$ cat src/rtl/cv32e40p_alu_ft_spare_ctrl.sv
// Spare/standby reconfiguration controller for the four-replica fault-tolerant ALU.
// Tracks permanently faulty replicas, drains and warms up before swapping the
// standby, rotates the standby periodically, and freezes once degraded.
module cv32e40p_alu_ft_spare_ctrl #(
  parameter int unsigned ROTATE_PERIOD = 1024
) (
  input  logic       clk,
  input  logic       rst,
  input  logic [3:0] permanent_faulty_i,
  input  logic       alu_en_i,
  input  logic       ex_ready_i,
  input  logic       alu_busy_i,
  output logic [2:0] sel_mux_o,
  output logic [3:0] clock_en_o,
  output logic [1:0] standby_o,
  output logic       hold_o,
  output logic       reconfig_done_o,
  output logic       spare_faulty_o,
  output logic       degraded_o
);

  localparam int unsigned CNT_W = 16;
  localparam bit ROT_EN = (ROTATE_PERIOD != 0);
  localparam logic [CNT_W-1:0] ROT_LAST = ROT_EN ? CNT_W'(ROTATE_PERIOD - 1) : '0;

  typedef enum logic [2:0] {
    NORMAL,
    DRAIN,
    WARMUP,
    COMMIT,
    DEGRADED
  } state_t;

  state_t           state_q, state_d;
  logic [1:0]       standby_q, standby_d;
  logic [1:0]       target_q, target_d;
  logic [3:0]       faulty_q, faulty_d;
  logic [CNT_W-1:0] rot_cnt_q, rot_cnt_d;

  logic [2:0] nf;
  logic [1:0] f_idx;
  logic       accept;
  logic [2:0] sel_d;
  logic [3:0] clock_en_d;
  logic       hold_d;
  logic       done_d;
  logic       spare_d;
  logic       degraded_d;

  // Replica 's' is the standby: its input pipe is gated and voter slot s (if any) takes replica 3.
  function automatic logic [6:0] map_of(input logic [1:0] s);
    logic [3:0] ce;
    ce = ~(4'b0001 << s);
    return {ce[2:0], ce};
  endfunction

  // Next-state, counter and registered-output decode.
  always_comb begin
    faulty_d  = faulty_q | permanent_faulty_i;
    nf        = 3'(faulty_d[0]) + 3'(faulty_d[1]) + 3'(faulty_d[2]) + 3'(faulty_d[3]);
    f_idx     = 2'd0;
    for (int k = 0; k < 4; k++) begin
      if (faulty_d[k]) f_idx = 2'(k);
    end
    accept    = alu_en_i & ex_ready_i;
    state_d   = state_q;
    standby_d = standby_q;
    target_d  = target_q;
    rot_cnt_d = rot_cnt_q;

    case (state_q)
      NORMAL: begin
        if (nf >= 3'd2) begin
          state_d = DEGRADED;
        end else if (nf == 3'd1 && f_idx != standby_q) begin
          target_d  = f_idx;
          rot_cnt_d = '0;
          state_d   = DRAIN;
        end else if (nf == 3'd0 && ROT_EN && accept && rot_cnt_q == ROT_LAST) begin
          target_d  = standby_q + 2'd1;
          rot_cnt_d = '0;
          state_d   = DRAIN;
        end else if (accept) begin
          rot_cnt_d = rot_cnt_q + CNT_W'(1);
        end
      end
      DRAIN: begin
        if (nf >= 3'd2) begin
          state_d = DEGRADED;
        end else if (faulty_d[standby_q]) begin
          state_d = NORMAL;
        end else if (nf == 3'd1 && f_idx != target_q) begin
          target_d = f_idx;
        end else if (!alu_busy_i) begin
          state_d = WARMUP;
        end
      end
      WARMUP: begin
        standby_d = target_q;
        state_d   = COMMIT;
      end
      COMMIT:   state_d = NORMAL;
      DEGRADED: state_d = DEGRADED;
      default:  state_d = NORMAL;
    endcase

    {sel_d, clock_en_d} = map_of(standby_d);
    if (state_d == WARMUP) clock_en_d = 4'b1111;
    hold_d     = (state_d == DRAIN) || (state_d == WARMUP) || (state_d == COMMIT);
    done_d     = (state_d == COMMIT);
    spare_d    = (nf == 3'd1) && faulty_d[standby_d];
    degraded_d = (state_d == DEGRADED);
  end

  // State, fault history and output registers.
  always_ff @(posedge clk or posedge rst) begin
    if (rst) begin
      state_q         <= NORMAL;
      standby_q       <= 2'd3;
      target_q        <= 2'd3;
      faulty_q        <= 4'b0000;
      rot_cnt_q       <= '0;
      sel_mux_o       <= 3'b111;
      clock_en_o      <= 4'b0111;
      hold_o          <= 1'b0;
      reconfig_done_o <= 1'b0;
      spare_faulty_o  <= 1'b0;
      degraded_o      <= 1'b0;
    end else begin
      state_q         <= state_d;
      standby_q       <= standby_d;
      target_q        <= target_d;
      faulty_q        <= faulty_d;
      rot_cnt_q       <= rot_cnt_d;
      sel_mux_o       <= sel_d;
      clock_en_o      <= clock_en_d;
      hold_o          <= hold_d;
      reconfig_done_o <= done_d;
      spare_faulty_o  <= spare_d;
      degraded_o      <= degraded_d;
    end
  end

  assign standby_o = standby_q;

endmodule

$ cat config.mk
export PLATFORM = sky130hd
export DESIGN_NAME = cv32e40p_alu_ft_spare_ctrl
export DESIGN_NICKNAME = d
export VERILOG_FILES = /design/src/rtl/cv32e40p_alu_ft_spare_ctrl.sv
export SDC_FILE = /design/constraint.sdc
export NUM_CORES = 1
export LEC_CHECK = 0
export ABC_AREA = 1
export BUFFER_PORTS_ARGS = -buffer_cell sky130_fd_sc_hd__buf_2
export CAP_MARGIN = 20
export CORE_ASPECT_RATIO = 1.4
export CORE_MARGIN = 2
export CORE_UTILIZATION = 28
export DETAILED_ROUTE_END_ITERATION = 12
export PLACE_DENSITY_LB_ADDON = 0.12
export SLEW_MARGIN = 30
export SYNTH_ARGS = -nofsm -noshare
export SYNTH_HDL_FRONTEND = slang
export SYNTH_SLANG_ARGS = --single-unit
$ cat constraint.sdc
create_clock -name clk -period 4.4 [get_ports clk]
set_input_delay 0.44 -clock clk [delete_from_list [all_inputs] [get_ports clk]]
set_output_delay 0.44 -clock clk [all_outputs]
set_load 0.02 [all_outputs]
Word-level counts from Yosys, hierarchy flattened
Index checks and enable logic that the tools add are counted.

Logic and storage cells: 80. Input port bits: 9. Output and inout bits: 13. Register bits: 38.

Reductions and logical operators: 13. Shift operators: 1. Bitwise gates (word level): 4. Add/sub/neg operators: 5. Mux-type cells: 27. Eq/ne operators: 16. $lt $le $gt $ge: 3.

Operators by type and width (number): $mux 16 (3); $mux 3 (7); $mux 2 (9); $add 16x1->16 const B (1); $eq 16x10->1 const B (1); $pmux 3 s4 (1); $eq 3x1->1 const B (3); $eq 3x2->1 const B (3); $ne 2x2->1 const B (4); $eq 3x3->1 const B (2); $logic_not 3->1 (2); $lt 2x3->1 const B (2); $reduce_and 6->1 (1); $logic_and 1x1->1 (5); $bmux 1 s2 (2); $mux 4 (1); $ne 2x2->1 (2); $not 4->4 (1); $or 4x4->4 (1); $pmux 2 s2 (1); $shl 1x2->4 const A (1); $add 2x1->3 (1); $add 3x1->3 (1); $ge 3x2->1 const B (1); other kinds (10) (13).

Depth between registers and ports, before layout
Gate-level depths: netlist of run 1.

Depth in word-level cells: 14. Gate-level depth with buffers: 15. Gate-level depth less buffers: 15.

Worst setup path before layout of run 1
No wires, ideal clock.

Path kind: input-to-reg. From: in permanent_faulty_i[0]. To: reg rot_cnt_q[4]. Library setup time: 125 ps. Cell stages on the path: 13. Data required time: 4275 ps. Data arrival time: 2545 ps. Setup slack: 1729 ps. Path through: nor2_1 > inv_1 > fa_1 > ha_1 > inv_1 > ha_1 > nor3_1 > nand2_2 > nand2_4 > nand2_4 > nand2_2 > buf_6 > o22ai_1.

Cells in the longest elaborated chain, start to end: 9. Elaborated cells on any way between the ends: 15. Classes of those cells: 3 x add/sub; 1 x order compare; 1 x eq/ne; 2 x mux; 2 x bitwise; 6 x reduce/logical.

RTL lines: from (decl) (line 9) `input logic [3:0] permanent_faulty_i,`; $or 4x4->4 (*) (line 59) `faulty_d = faulty_q | permanent_faulty_i;`; net faulty_d[0] (line 37) `logic [3:0] faulty_q, faulty_d;`; $add 1x1->2 (*) (line 60) `nf = 3'(faulty_d[0]) + 3'(faulty_d[1]) + 3'(faulty_d[2]) + 3'(faulty_d[3]);`; $add 2x1->3 (*) (line 60); $add 3x1->3 (*) (line 60); $logic_not 3->1 (line 79) `end else if (nf == 3'd0 && ROT_EN && accept && rot_cnt_q == ROT_LAST) begin`; $logic_and 1x1->1 (2 in a row) (line 79); $reduce_bool 3->1 (no source line) / $mux 16 (equally long branches); $reduce_and 3->1 (no source line) / $mux 16 (equally long branches); to (signal assigned) (line 134) `rot_cnt_q <= rot_cnt_d;`; to (decl) (line 38) `logic [CNT_W-1:0] rot_cnt_q, rot_cnt_d;`.

Mark *: on every way through the listed nets, which the timed path passes. The rest lies on a longest branch. A chain may end at the register's enable or synchronous reset.

Worst setup path in the final report of run 1
From: reg faulty_q[0]. To: reg rot_cnt_q[13].

Cells in the longest elaborated chain, start to end: 9. Elaborated cells on any way between the ends: 15. Classes of those cells: 3 x add/sub; 1 x order compare; 1 x eq/ne; 2 x mux; 2 x bitwise; 6 x reduce/logical.

RTL lines: from (decl) (line 37); from (signal assigned) (line 133) `faulty_q <= faulty_d;`; $or 4x4->4 (*) (line 59); net faulty_d[0] (line 37); $add 1x1->2 (*) (line 60); $add 2x1->3 (*) (line 60); $add 3x1->3 (*) (line 60); $logic_not 3->1 (line 79); $logic_and 1x1->1 (2 in a row) (line 79); $reduce_bool 3->1 (no source line) / $mux 16 (equally long branches); $reduce_and 3->1 (no source line) / $mux 16 (equally long branches).

Marked as above.

==> flow_summary.toml, run 1 <==
[logic_synthesis]
ys_seq_elements = 38
synth_nets = 307
synth_cell_types = 30
ys_warn_count = 0
syn_inst = 293
synth.cell_area_um2 = 2285
synth.yosys.seq_area_share_pct = 42.17
syn_avg_cell_area_um2 = 7.798

[cells_and_area]
n_antenna_cell = 0
final_common_cell = "nand2_1"
most-common-layout-cells = "nand2_1, inv_1, dfrtp_1"
drive_above_1_share_pct = 20.00
multi_input_area_um2 = 1105
final.fill_count = 877
area_delta_synth_final_pct = 16.16
fin_cells = 422
nNetsFinal = 333
regArea_um2 = 963.4

[setup_path]
cpPeakStageDelay_ns = 0.54
cp-end-kind = "register"
worst_setup_path_start_kind = "register"
cp_cell_sequence = "nor2_1, inv_1, fa_1, ha_1, inv_1, ha_1, nor3_1, nand2_2, nand2_4, nand2_4, nand2_2, nand2_1, o21ai_1"
slowest_stage = "fa_1"
crit_arrival_ns = 3.29
critPathKind = "reg2reg"
cp.required_ns = 4.60
critPathMaxFanout = 12

[global_routing]
grt-ovfl-total = 0
grtUsageTotal_pct = 13.87
grt_pass1_vias = 1942
grt_first_pass_wirelength_um = 9418
antenna_found_initial = 0
grt_max_degree = 39

[placed_design]
io_buffer_count = 21
dp_slack_ns = 1.098
hpwlAfterDp_um = 4287
gp_congestion = 0.8269
post-place-cells = 414

[timing]
rsz0062_at_grt = "no"
setup_violations = 0
max_freq_mhz = 324.1
fin_skew_ns = 0.007870
max_slew_margin_pct = 62.73
timing.final.ws_setup_ns = 1.315
timing.setup.tns_ns = 0
drv_slew = 0
whs_ns = 0.2646
finalHoldViolations = 0
timing_worst_slew_pin_value_ns = 0.5589
min_period_ns = 3.085
min_period_over_period_pct = 70.11

[power]
peakVddDrop_v = 0.0001166
p_leak_uw = 0.001330
power_uw = 775.1
power_density_nw_per_um2 = 292.1

[clock_tree]
clk_latency_ns = 0.29
htreeDepth = 2
hold_buffers = 0
post_cts_buffers = 0
cts_buffer_depth = 2
cts_tree = "done"
ctsResizeCount = 0
cts.sinks = 38
clkTransAtPathRegs_ns = 0.06
cts_root_buf = "clkbuf_16"
cts_inserted_buffers = 5

[floorplan]
die_x_um = 80.35
ios = 22
initial_core_util_pct = 28.38
die_area_um2 = 8909
core_um2 = 8051
die_y_um = 110.9
num_rows = 39

[outcome]
status = "complete, no violations"

[detailed_routing]
postRouteWirelength_um = 5517
dr_total_vias = 1861
route.met3.wl_um = 166
remaining_drc_errors = 0
via_per_inst = 4.410
wire_per_inst_um = 13.07
antenna_left = 0
drtPass1Iterations = 4
top_layer = "met4"
drt-initial-drc-count = 75
wl_met2_um = 3094
met1_length_um = 2125

[run]
cap_violations = 0

[worst_hold_path]
hp-class = "in2async"
-- flip-flops by register name (all words and copies together) (netlist names) --
register	count
rot_cnt_q	16
clock_en_o	4
faulty_q	4
sel_mux_o	3
state_q	3
standby_o	2
target_q	2
degraded_o	1
hold_o	1
reconfig_done_o	1
spare_faulty_o	1
-- Yosys cell counts --
cell,count,area share [%]
nand2_1,83,14
inv_1,44,7.2
dfrtp_1,28,31
nand3_1,27,5.9
nor2_1,19,3.1
xor2_1,13,5.0
nor3_1,11,2.4
dfstp_2,10,12
o21ai_1,6,1.3
nand4_1,5,1.4
ha_1,4,2.2
nand2_2,4,1.1
nand2_4,4,2.0
o21ai_2,4,1.5
a21oi_1,3,0.66
buf_6,3,1.5
inv_2,3,0.49
nor2_4,3,1.5
o21ai_0,3,0.66
o22ai_1,3,0.82
nand3b_1,2,0.66
nor2_2,2,0.55
nor3_2,2,0.88
a31o_2,1,0.38
a31oi_1,1,0.27
fa_1,1,0.88
inv_4,1,0.27
nand3_2,1,0.44
nand3b_4,1,0.88
or2_0,1,0.27
-- critical path: cells and delay by family (launching register included) --
kind,cells,cell delay [ns]
compound gates,1,0.09
fa+ha+maj,3,0.99
buf+inv,2,0.15
flops,1,0.36
simple gates,7,1.39
-- layout make-up --
type	count	share of cell area (%)
clock inverter	1	1.132
multi-input combinational	204	41.63
tap	102	4.809
timing repair buffer	22	4.243
inverter	48	6.884
clock buffer	7	4.998
sequential	38	36.30
-- kinds of logic (layout without fill, tap and decap cells) --
kind of cell	after synthesis	after routing	share of synthesized area, %
flops	38	38	42.17
fa+ha+maj	5	5	3.067
simple gates	165	165	34.67
xor+xnor	13	13	4.984
compound gates	21	21	5.641
buf+inv	51	78	9.474
-- metrics by stage --
step,utilization (%),instance area (um2)
5_1_grt,32.96,2654
3_3_place_gp,30.94,2491
6_report,32.96,2654
3_5_place_dp,30.94,2491
4_1_cts,32.96,2654
2_1_floorplan,-,2285
-- path summary, 6_finish.rpt --
path | end | depth (start not counted) | slack (ns) | start
max in group asynchronous | standby_o[0] | 3 | 3.77 | rst
min in group clk | faulty_q[0] | 3 | 0.44 | permanent_faulty_i[0]
worst min register to register | target_q[1] | 2 | 0.48 | target_q[1]
worst max register to register | rot_cnt_q[13] | 13 | 1.31 | faulty_q[0]
worst min-delay path | rot_cnt_q[10] | 3 | 0.26 | rst
worst max-delay path | rot_cnt_q[13] | 13 | 1.31 | faulty_q[0]
-- per-layer routing --
layer | GRT usage [%] | up-vias
met5 | 0 | -
met4 | 5.537 | 0
met3 | 2.932 | 12
met2 | 25.72 | 30
met1 | 14.74 | 841
li1 | - | 978
-- power by group --
group	internal, uW	switching (uW)	total, uW	leakage, uW
Combinational	3.71	10.1	13.8	0.000819
Clock	268	143	411	0.0000781
Sequential	350	0.0000000000000223	350	0.000433
Total	622	153	775	0.00133
No activity file was read; power rests on OpenSTA's default activity.
==> run 2: changes to the inputs <==
--- a/config.mk
+++ b/config.mk
@@ -5,7 +5,7 @@
 export SDC_FILE = /design/constraint.sdc
 export NUM_CORES = 1
 export LEC_CHECK = 0
-export ABC_AREA = 1
+export ABC_AREA = 0
 export BUFFER_PORTS_ARGS = -buffer_cell sky130_fd_sc_hd__buf_2
 export CAP_MARGIN = 20
 export CORE_ASPECT_RATIO = 1.4
==> constraint.sdc (replaced) <==
create_clock -name clk -period 2.7 [get_ports clk]
set_input_delay 0.27 -clock clk [delete_from_list [all_inputs] [get_ports clk]]
set_output_delay 0.27 -clock clk [all_outputs]
set_load 0.02 [all_outputs]
==> run 2 against run 1 <==
  * The flow now finishes with violations (negative setup slack)
  * Maximum frequency shrank 1.8%
  * Area after synthesis shrank 15%
  * Die area shrank 14%
  * Register-to-register slack lost 1.8 ns
  * Worst hold slack lost 0.19 ns
  * Setup slack lost 1.8 ns
  * Design area shrank 0.99%
  * Largest power group is now sequential cells
  * Highest routed layer unchanged
==> flow_summary.toml, run 2 <==
[placed_design]
io_buffer_count = 21
gp_congestion = 0.7437
hpwlAfterDp_um = 3546
dp_slack_ns = -0.5462

[timing]
drv_slew = 0
fin_skew_ns = 0.008370
setup_violations = 24
rsz0062_at_grt = "yes"
timing.final.ws_setup_ns = -0.4407
timing_worst_slew_pin_value_ns = 0.6255
timing.setup.tns_ns = -3.971
min_period_over_period_pct = 116.3
max_slew_margin_pct = 57.11
min_period_ns = 3.141
max_freq_mhz = 318.4
finalHoldViolations = 0

[cells_and_area]
drive_above_1_share_pct = 42.45
nNetsFinal = 258
reg_top3 = "rot_cnt_q (16), clock_en_o (4), faulty_q (4)"
area_delta_synth_final_pct = 34.70
top_register = "rot_cnt_q"
most-common-layout-cells = "dfrtp_1, buf_2, buf_4"
largest_reg_flops = 16
utilization_pct = 38.38
n_antenna_cell = 0
final.fill_count = 727
final_common_cell = "dfrtp_1"

[detailed_routing]
drtPass1Iterations = 4
antenna_left = 0
postRouteWirelength_um = 4906
wire_per_inst_um = 14.43
drt-initial-drc-count = 43
remaining_drc_errors = 0
dr_total_vias = 1667
via_per_inst = 4.903

[clock_tree]
cts_inserted_buffers = 5
cts.sinks = 38
htreeDepth = 2
cts_buffer_depth = 2
cts_root_buf = "clkbuf_8"
clk_latency_ns = 0.30
cts_tree = "done"
clkTransAtPathRegs_ns = 0.08

[floorplan]
num_rows = 36
initial_core_util_pct = 28.49
die_x_um = 74.54
ios = 22
core_um2 = 6847
die_y_um = 102.8
die_area_um2 = 7659

[setup_path]
cp-end-kind = "register"
critPathMaxFanout = 3
cp.required_ns = 2.93
crit_arrival_ns = 3.37
rrSetupSlack_ns = -0.44
worst_setup_path_start_kind = "register"
critPathKind = "reg2reg"

[logic_synthesis]
ys_seq_elements = 38
netlist_top_cells_area = "dfrtp_1, dfstp_2, nand2_1"
synth-main-ff-cell = "dfrtp_1"
synth_cell_types = 45
syn_avg_cell_area_um2 = 10.05
synth_common_cells = "dfrtp_1, nand2_1, nor2_1, inv_1, a21oi_1"
synth.cell_area_um2 = 1951
ys_warn_count = 0
synth_edf_count = 0
synth_area_leader_cell = "dfrtp_1"
async_reset_ff_share_pct = 100.0
synth.top_cell.area_share_pct = 35.92
syn_inst = 194
synth.most_common_cell = "dfrtp_1"
synth.yosys.seq_area_share_pct = 49.39
synth_nets = 208

[global_routing]
grtUsageTotal_pct = 14.04
grt_max_degree = 39
grt_first_pass_wirelength_um = 7997
grt_pass1_vias = 1665
antenna_found_initial = 0
grt-ovfl-total = 0

[outcome]
violations = "negative setup slack"
status = "finished with violations"

[run]
cap_violations = 0

[worst_hold_path]
hp-class = "in2async"

[power]
power_density_nw_per_um2 = 416.4
p_leak_uw = 0.001113
power_uw = 1094
peakVddDrop_v = 0.0002320
run 2: worst paths after layout:
| check | cells after the start | end | from |
|---|---|---|---|
| max | 11 | rot_cnt_q[15] | faulty_q[3] |
| min | 3 | hold_o | rst |
| max reg2reg | 11 | rot_cnt_q[15] | faulty_q[3] |
| min reg2reg | 2 | faulty_q[0] | faulty_q[0] |
| max in group asynchronous | 3 | sel_mux_o[1] | rst |
| min in group clk | 3 | faulty_q[0] | permanent_faulty_i[0] |
run 2: cell families (layout without fill, tap and decap cells):
logic type / count (synthesis) / count (layout) / synth area share (%)
fa+ha+maj: 5 / 5 / 3.592
flops: 38 / 38 / 49.39
simple gates: 81 / 81 / 22.39
compound gates: 37 / 37 / 12.38
buf+inv: 17 / 68 / 3.528
xor+xnor: 7 / 7 / 3.143
mux: 9 / 9 / 5.581
run 2: cell type report:
type / count / area (um2) / area share [%]
multi-input combinational: 139 / 1064 / 40.48
sequential: 38 / 963.4 / 36.67
timing repair buffer: 46 / 315.3 / 12.00
tap: 95 / 118.9 / 4.524
clock buffer: 5 / 68.82 / 2.619
inverter: 14 / 52.55 / 2.000
clock inverter: 3 / 45.04 / 1.714
run 2: report_power, final:
part / switching [uW] / internal [uW] / total [uW]
logic: 19.1 / 8.62 / 27.8
clock network: 221 / 275 / 496
registers: 0.157 / 570 / 570
run 2: metal layers:
layer	vias up	track usage, %	share of wire [%]
li1	800	-	-
met1	835	15.39	39
met2	26	25.39	56
met3	6	3.128	2.9
met4	0	6.181	1.5
met5	-	0	0
run 2: metrics by stage:
stage	instance area [um2]	hold slack [ns]	std cells
after detailed placement	2347	0.4302	328
after CTS	2505	0.09522	336
final	2628	0.07416	340
after global placement	2347	0.4241	328
after floorplan	1983	0.4321	194
after global routing	2628	0.1359	340
run 2: timing repair:
action | CTS | global route
setup endpoints to repair | 24 | 25
setup buffers | 3 | 5
resized for setup | 11 | 23
hold buffers | 0 | 0
pin swaps | 8 | 18
run 2: critical path, stage by stage, from the launching register on:
cell     delay, ns
dfrtp_1       0.40
nor2_2        0.13
inv_2         0.07
fa_1          0.53
ha_2          0.19
inv_2         0.04
ha_4          0.22
nor3b_4       0.20
a41oi_2       0.17
or4b_4        0.52
or4_1         0.48
a21oi_1       0.14
